--- src/rtl/stream_mux_rr.sv ---
// ----------------------------------------------------------------------------
// stream_mux_rr : N-channel valid/ready stream mux, round-robin arbitration,
//                 registered output with per-word optional bitwise invert.
// Revision      : 1.0
// ----------------------------------------------------------------------------
`default_nettype none

module stream_mux_rr #(
   parameter int N_CH = 4,
   parameter int W    = 8
) (
   input  logic              clk,
   input  logic              rst,
   input  logic [N_CH-1:0]   in_valid,
   input  logic [N_CH*W-1:0] in_data,
   output logic [N_CH-1:0]   in_ready,
   input  logic              invert,
   output logic              out_valid,
   output logic [W-1:0]      out_data,
   input  logic              out_ready
);

   localparam int PW = $clog2(N_CH);

   logic [PW-1:0] ptr;
   logic [PW-1:0] grant;
   logic [PW-1:0] ptr_next;
   logic [PW-1:0] cand;
   logic [PW:0]   sum;
   logic          any_valid;
   logic          load;
   logic          take;
   logic [W-1:0]  sel_data;

   // Scan ptr, ptr+1, ... modulo N_CH; the first valid channel wins.
   always_comb begin
      grant     = '0;
      any_valid = 1'b0;
      sum       = '0;
      cand      = '0;
      for (int k = 0; k < N_CH; k++) begin
         sum = {1'b0, ptr} + (PW+1)'(k);
         if (sum >= (PW+1)'(N_CH)) begin
            sum = sum - (PW+1)'(N_CH);
         end
         cand = sum[PW-1:0];
         if (!any_valid && in_valid[cand]) begin
            grant     = cand;
            any_valid = 1'b1;
         end
      end
   end

   always_comb begin
      sel_data = '0;
      for (int i = 0; i < N_CH; i++) begin
         if (grant == PW'(i)) begin
            sel_data = in_data[i*W +: W];
         end
      end
   end

   assign ptr_next = (grant == PW'(N_CH-1)) ? '0 : grant + PW'(1);

   assign load = !rst && (!out_valid || out_ready);
   assign take = load && any_valid;

   always_comb begin
      in_ready = '0;
      for (int i = 0; i < N_CH; i++) begin
         in_ready[i] = take && (grant == PW'(i));
      end
   end

   always_ff @(posedge clk) begin
      if (rst) begin
         out_valid <= 1'b0;
         out_data  <= '0;
         ptr       <= '0;
      end else if (load) begin
         out_valid <= any_valid;
         if (any_valid) begin
            out_data <= invert ? ~sel_data : sel_data;
            ptr      <= ptr_next;
         end
      end
   end

endmodule

`default_nettype wire
--- config.mk ---
export PLATFORM = sky130hd
export DESIGN_NAME = stream_mux_rr
export DESIGN_NICKNAME = d
export VERILOG_FILES = /design/src/rtl/stream_mux_rr.sv
export SDC_FILE = /design/constraint.sdc
export NUM_CORES = 1
export LEC_CHECK = 0
export CORE_ASPECT_RATIO = 0.7
export CORE_MARGIN = 4
export CORE_UTILIZATION = 41
export DETAILED_ROUTE_END_ITERATION = 10
export GPL_TIMING_DRIVEN = 0
export PLACE_DENSITY = 0.85
export SLEW_MARGIN = 20
export SYNTH_ARGS = -nofsm -noshare
export SYNTH_HDL_FRONTEND = slang
export SYNTH_SLANG_ARGS = --single-unit
--- constraint.sdc ---
create_clock -name clk -period 4.2 [get_ports clk]
set_input_delay 0.84 -clock clk [delete_from_list [all_inputs] [get_ports clk]]
set_output_delay 0.84 -clock clk [all_outputs]
set_load 0.005 [all_outputs]
# Yosys cells after proc, flatten, opt, wreduce, memory -nomap -nowiden
# Cells that the tools add are included.
# word_totals
reg_bits	11
inputBits	40
wordCells	66
# op_classes
order_cmp	8
n_bitwise	1
muxes	26
add_sub_neg	8
n_reduce_logical	17
eq_ne	3
# ops
op	count
$mux 8	5
$mux 2	9
$lt 2x3->1 const B	4
$ge 3x3->1 const B	3
$logic_and 1x1->1	9
$bmux 1 s2	4
$mux 1	8
$not 8->8	1
$sub 2x1->2 const B	4
$add 2x2->3 const B	2
$logic_not 1->1	5
$eq 2x2->1 const B	2
$add 2x1->3 const B	1
$ge 2x3->1 const B	1
$add 2x1->2 const B	1
$eq 2x1->1 const B	1
$logic_not 2->1	1
$reduce_and 2->1	1
$logic_or 1x1->1	1

# Logic depth before layout (Yosys ltp)
# logic_depth
depth_word	21
mapped_depth	11

# Worst setup path after synthesis
# OpenSTA, ideal clock, no wires.
# synth_timing
kind	input to output
start	input port in_valid[2]
end	output port in_ready[1]
setup_slack_ns	1.210
path_stages	7
path_buffers	2
arrival_ns	2.150
cell_sequence	inv_1 > o22ai_1 > a211oi_1 > ha_1 > buf_2 > clkbuf_1 > and2_1
# synth_between
elab_chain_len	14
word_cells_on_any_way	25
# synth_rtl
item	line_no	rtl
start, declared	14	input logic [N_CH-1:0] in_valid,
$bmux 1 s2	47	if (!any_valid && in_valid[cand]) begin
$mux 1 (implied by the code)	47	
$mux 1	47	
$logic_not 1->1	47	
$logic_and 1x1->1	47	
$mux 1	47	
$logic_not 1->1	47	
$logic_and 1x1->1	47	
$mux 1	47	
$logic_not 1->1	47	
$logic_and 1x1->1	47	
$mux 2 / $mux 1 (equally long branches)	47	
$eq 2x1->1 / $logic_and 1x1->1 (equally long branches)	71, 66	
$logic_and 1x1->1 *	71	in_ready[i] = take && (grant == PW'(i));
end, declared	16	output logic [N_CH-1:0] in_ready,
# Every way passes the cells marked *; elsewhere a longest branch is shown, timed or not. The select of a mux whose other input is x is not followed.

# Final worst setup path
# layout_timing
start	input port in_valid[1]
end	output port in_ready[1]
# Same word-level chain as after synthesis.

==> load_flow_metrics.sql <==
INSERT INTO impl_metrics (metric_group, metric, value, unit) VALUES
('status', 'status', 'finished clean', ''),
('worst_setup_path', 'critical-path-top-delay-family', 'buffers and inverters', ''),
('routing', 'vias', '1093', ''),
('worst_setup_path', 'cp-startpoint', 'in_valid[1]', ''),
('clocking', 'cts_root_buf', 'sky130_fd_sc_hd__clkbuf_4', ''),
('synth', 'ys_top_cells_by_area', 'sky130_fd_sc_hd__dfxtp_1 23%, sky130_fd_sc_hd__a2111oi_2 11%, sky130_fd_sc_hd__and2_1 7.9%', ''),
('grt', 'via_count_of_the_first_global_routing_pass', '1061', ''),
('worst_setup_path', 'timing.rr.end', 'out_data[6]', ''),
('sta', 'number_of_endpoints_with_negative_hold_slack_in_the_final_report', '0', ''),
('floorplanning', 'die_ht', '48.3', 'µm'),
('floorplanning', 'floorplan.rows', '14', ''),
('run', 'max-cap-violations', '0', ''),
('grt', 'gr-usage-all-layers', '0.206', ''),
('worst_setup_path', 'start_kind', 'input pin', ''),
('cells_and_area', 'n_antenna_cell', '0', ''),
('worst_setup_path', 'critical_path.cell_chain', 'clkdlybuf4s50_1 -> nand2b_1 -> a21oi_1 -> a211oi_2 -> ha_1 -> buf_2 -> and2_1 -> clkdlybuf4s50_1', ''),
('grt', 'grt_antenna_before_repair', '0', ''),
('clocking', 'cts_max_level', '1', ''),
('synth', 'synth_most_common_cell', 'sky130_fd_sc_hd__nand2_1', ''),
('synth', 'post_synth_most_frequent_cells', '14 x sky130_fd_sc_hd__nand2_1, 13 x sky130_fd_sc_hd__nor2_1, 12 x sky130_fd_sc_hd__and2_1', ''),
('synth', 'synth_flop_cell', 'sky130_fd_sc_hd__dfxtp_1', ''),
('pwr', 'power.static_leakage', '0.582', 'nW'),
('worst_setup_path', 'cp.depth', '8', ''),
('sta', 'post_route_worst_hold_slack', '0.551', 'ns'),
('sta', 'maxSlewHeadroom', '0.548', ''),
('routing', 'drt_iter0_drc', '55', ''),
('cells_and_area', 'nNetsFinal', '218', ''),
('clocking', 'cts_inserted_buffers', '3', ''),
('routing', 'routed_via_density', '5.33', ''),
('worst_hold_path', 'holdCritStartpoint', 'out_data[7]', ''),
('floorplanning', 'die-area', '3160', 'µm²'),
('grt', 'maximum_number_of_pins_on_one_net_before_global_route_repair', '18', ''),
('worst_setup_path', 'timing.critical_path.required', '3.36', 'ns'),
('worst_setup_path', 'crit_slowest_cell', 'sky130_fd_sc_hd__clkdlybuf4s50_1', ''),
('worst_setup_path', 'timing.rr.start', 'ptr[0]', ''),
('routing', 'routed_length_per_placed_instance', '14.8', 'µm'),
('worst_setup_path', 'worst-path-buf-inv', '3', ''),
('worst_setup_path', 'most_prevalent_standard_cell_on_the_critical_path', 'sky130_fd_sc_hd__clkdlybuf4s50_1', ''),
('place', 'hpwlAfterDp', '2.49', 'mm'),
('clocking', 'ctsHoldBuffers', '0', ''),
('grt', 'grt_pass1_wl', '4.89', 'mm'),
('worst_setup_path', 'worstPathArrival', '3.10', 'ns'),
('clocking', 'clk-insertion-delay-late', '0.27', 'ns'),
('sta', 'min_clock_period_post_route', '3.94', 'ns'),
('floorplanning', 'initial_core_util', '0.437', ''),
('worst_setup_path', 'timing.reg2reg.setup_slack', '1.49', 'ns'),
('routing', 'postRouteAntennaNets', '0', ''),
('clocking', 'cts.sink_count', '11', ''),
('grt', 'globalRoute.totalOverflow', '0', ''),
('floorplanning', 'design.portCount', '53', ''),
('clocking', 'tritoncts', 'done', ''),
('cells_and_area', 'post_route_cells_drive_above_1_share', '0.110', ''),
('synth', 'synth_seq_area_share', '0.232', ''),
('pwr', 'cellPowerDensity', '316', 'nW/µm²'),
('sta', 'fin_crit_sh', '0.938', ''),
('synth', 'synth_top_cell_by_area', 'sky130_fd_sc_hd__dfxtp_1', ''),
('synth', 'netlist.area_leader.share', '0.232', ''),
('clocking', 'clockBufferDepth', '2', ''),
('worst_setup_path', 'critical_path.max_fanout', '17', ''),
('worst_setup_path', 'critPathCapture', 'in_ready[1]', ''),
('worst_setup_path', 'crit_path_max_incr_delay', '0.55', 'ns'),
('place', 'buffer_ports.inserted', '52', ''),
('pwr', 'total_power', '486', 'µW'),
('sta', 'setup_viol', '0', ''),
('clocking', 'worst_setup_hold_path_clk_slew', '0.07', 'ns'),
('pwr', 'vdd_drop_max', '0.173', 'mV'),
('synth', 'synthesis.area_per_instance', '8.05', 'µm²'),
('worst_setup_path', 'setup.worst_path.end_class', 'output port', ''),
('sta', 'unrepaired_setup_endpoints_after_global_routing', 'false', ''),
('place', 'routabilityCongestion', '0.842', ''),
('worst_hold_path', 'hold_class', 'reg2reg', '');
cells by family (layout without fill, tap and decap cells):
kind of cell / count (synthesis) / after routing / share of synthesized area
AOI/OAI and AO/OA: 39 / 39 / 0.369
muxes: 1 / 1 / 0.0105
adders and majority gates: 4 / 4 / 0.0527
DFF: 11 / 11 / 0.232
and+or+nand+nor: 50 / 50 / 0.273
buffers and inverters: 13 / 68 / 0.0632
worst min path at each step:
stage | slack [ns] | to | depth (start not counted)
global route | 0.59 | out_data[7] | 2
CTS | 0.55 | out_data[7] | 2
floorplan | 0.50 | ptr[0] | 2
global placement | 0.52 | ptr[0] | 2
finish | 0.55 | out_data[7] | 2
detailed placement | 0.55 | out_data[0] | 2
state kept, by name, indices dropped and copies added (netlist names):
| name | count |
|---|---|
| out_data | 8 |
| ptr | 2 |
| out_valid | 1 |
final cells by class:
class	count	area, µm²
multi-input cells	94	674
flip-flops and latches	11	220
well taps	32	40.0
fillers	198	634
plain buffers	5	30.0
inverters	7	26.3
clock buffers	4	26.3
repair buffers	52	520
stage by stage:
stage	instances	cell area [µm²]
after global placement	202	1510
after CTS	205	1540
after floorplan	118	950
final	205	1540
after detailed placement	202	1510
after global routing	205	1540
power by group:
part,internal [mW],switching [mW],leakage (nW)
combinational,0.145,0.131,0.475
clock,0.0368,0.0373,0.0150
sequential,0.123,0.0127,0.0919
tightest hold or removal path, delay by kind of cell (launching register included):
family	cells	cell delay, ns
AOI/OAI and AO/OA	1	0.06
and+or+nand+nor	1	0.13
DFF	1	0.31
per-layer routing:
layer  part of all wire  vias to the layer above  GRT usage  routed length, µm
li1                   -                      539          -                  -
met1               0.42                      499      0.245               1290
met2               0.47                       49      0.364               1420
met3              0.095                        6     0.0783                289
met4              0.015                        0     0.0455                 46
met5                  0                        -          0                  0
placed cells by master, fill, tap and decap left out:
cell type	n
sky130_fd_sc_hd__buf_6	1
sky130_fd_sc_hd__o211ai_1	7
sky130_fd_sc_hd__clkdlybuf4s50_1	52
sky130_fd_sc_hd__nand2b_1	4
sky130_fd_sc_hd__nor3b_1	1
sky130_fd_sc_hd__and2_1	12
sky130_fd_sc_hd__dfxtp_1	11
sky130_fd_sc_hd__nor2b_1	2
sky130_fd_sc_hd__nand3b_1	2
sky130_fd_sc_hd__o22ai_1	1
sky130_fd_sc_hd__a2111oi_4	1
sky130_fd_sc_hd__a2111oi_2	7
sky130_fd_sc_hd__a211oi_1	2
sky130_fd_sc_hd__and3_4	1
sky130_fd_sc_hd__clkbuf_4	3
sky130_fd_sc_hd__nor2_1	13
sky130_fd_sc_hd__a21oi_1	10
sky130_fd_sc_hd__clkbuf_1	1
sky130_fd_sc_hd__mux2i_1	1
sky130_fd_sc_hd__a221oi_1	1
sky130_fd_sc_hd__buf_2	3
sky130_fd_sc_hd__a211oi_2	1
sky130_fd_sc_hd__inv_1	6
sky130_fd_sc_hd__nand2_1	14
sky130_fd_sc_hd__ha_1	4
sky130_fd_sc_hd__inv_2	1
sky130_fd_sc_hd__buf_1	1
sky130_fd_sc_hd__or4_4	1
sky130_fd_sc_hd__o22a_1	8
sky130_fd_sc_hd__a21o_1	1
timing repair:
item | in CTS | in global routing
setup endpoints to repair | 1 | 0
setup buffers | 0 | 0
resized for setup | 1 | 0
No activity file was read; power rests on OpenSTA's default activity.
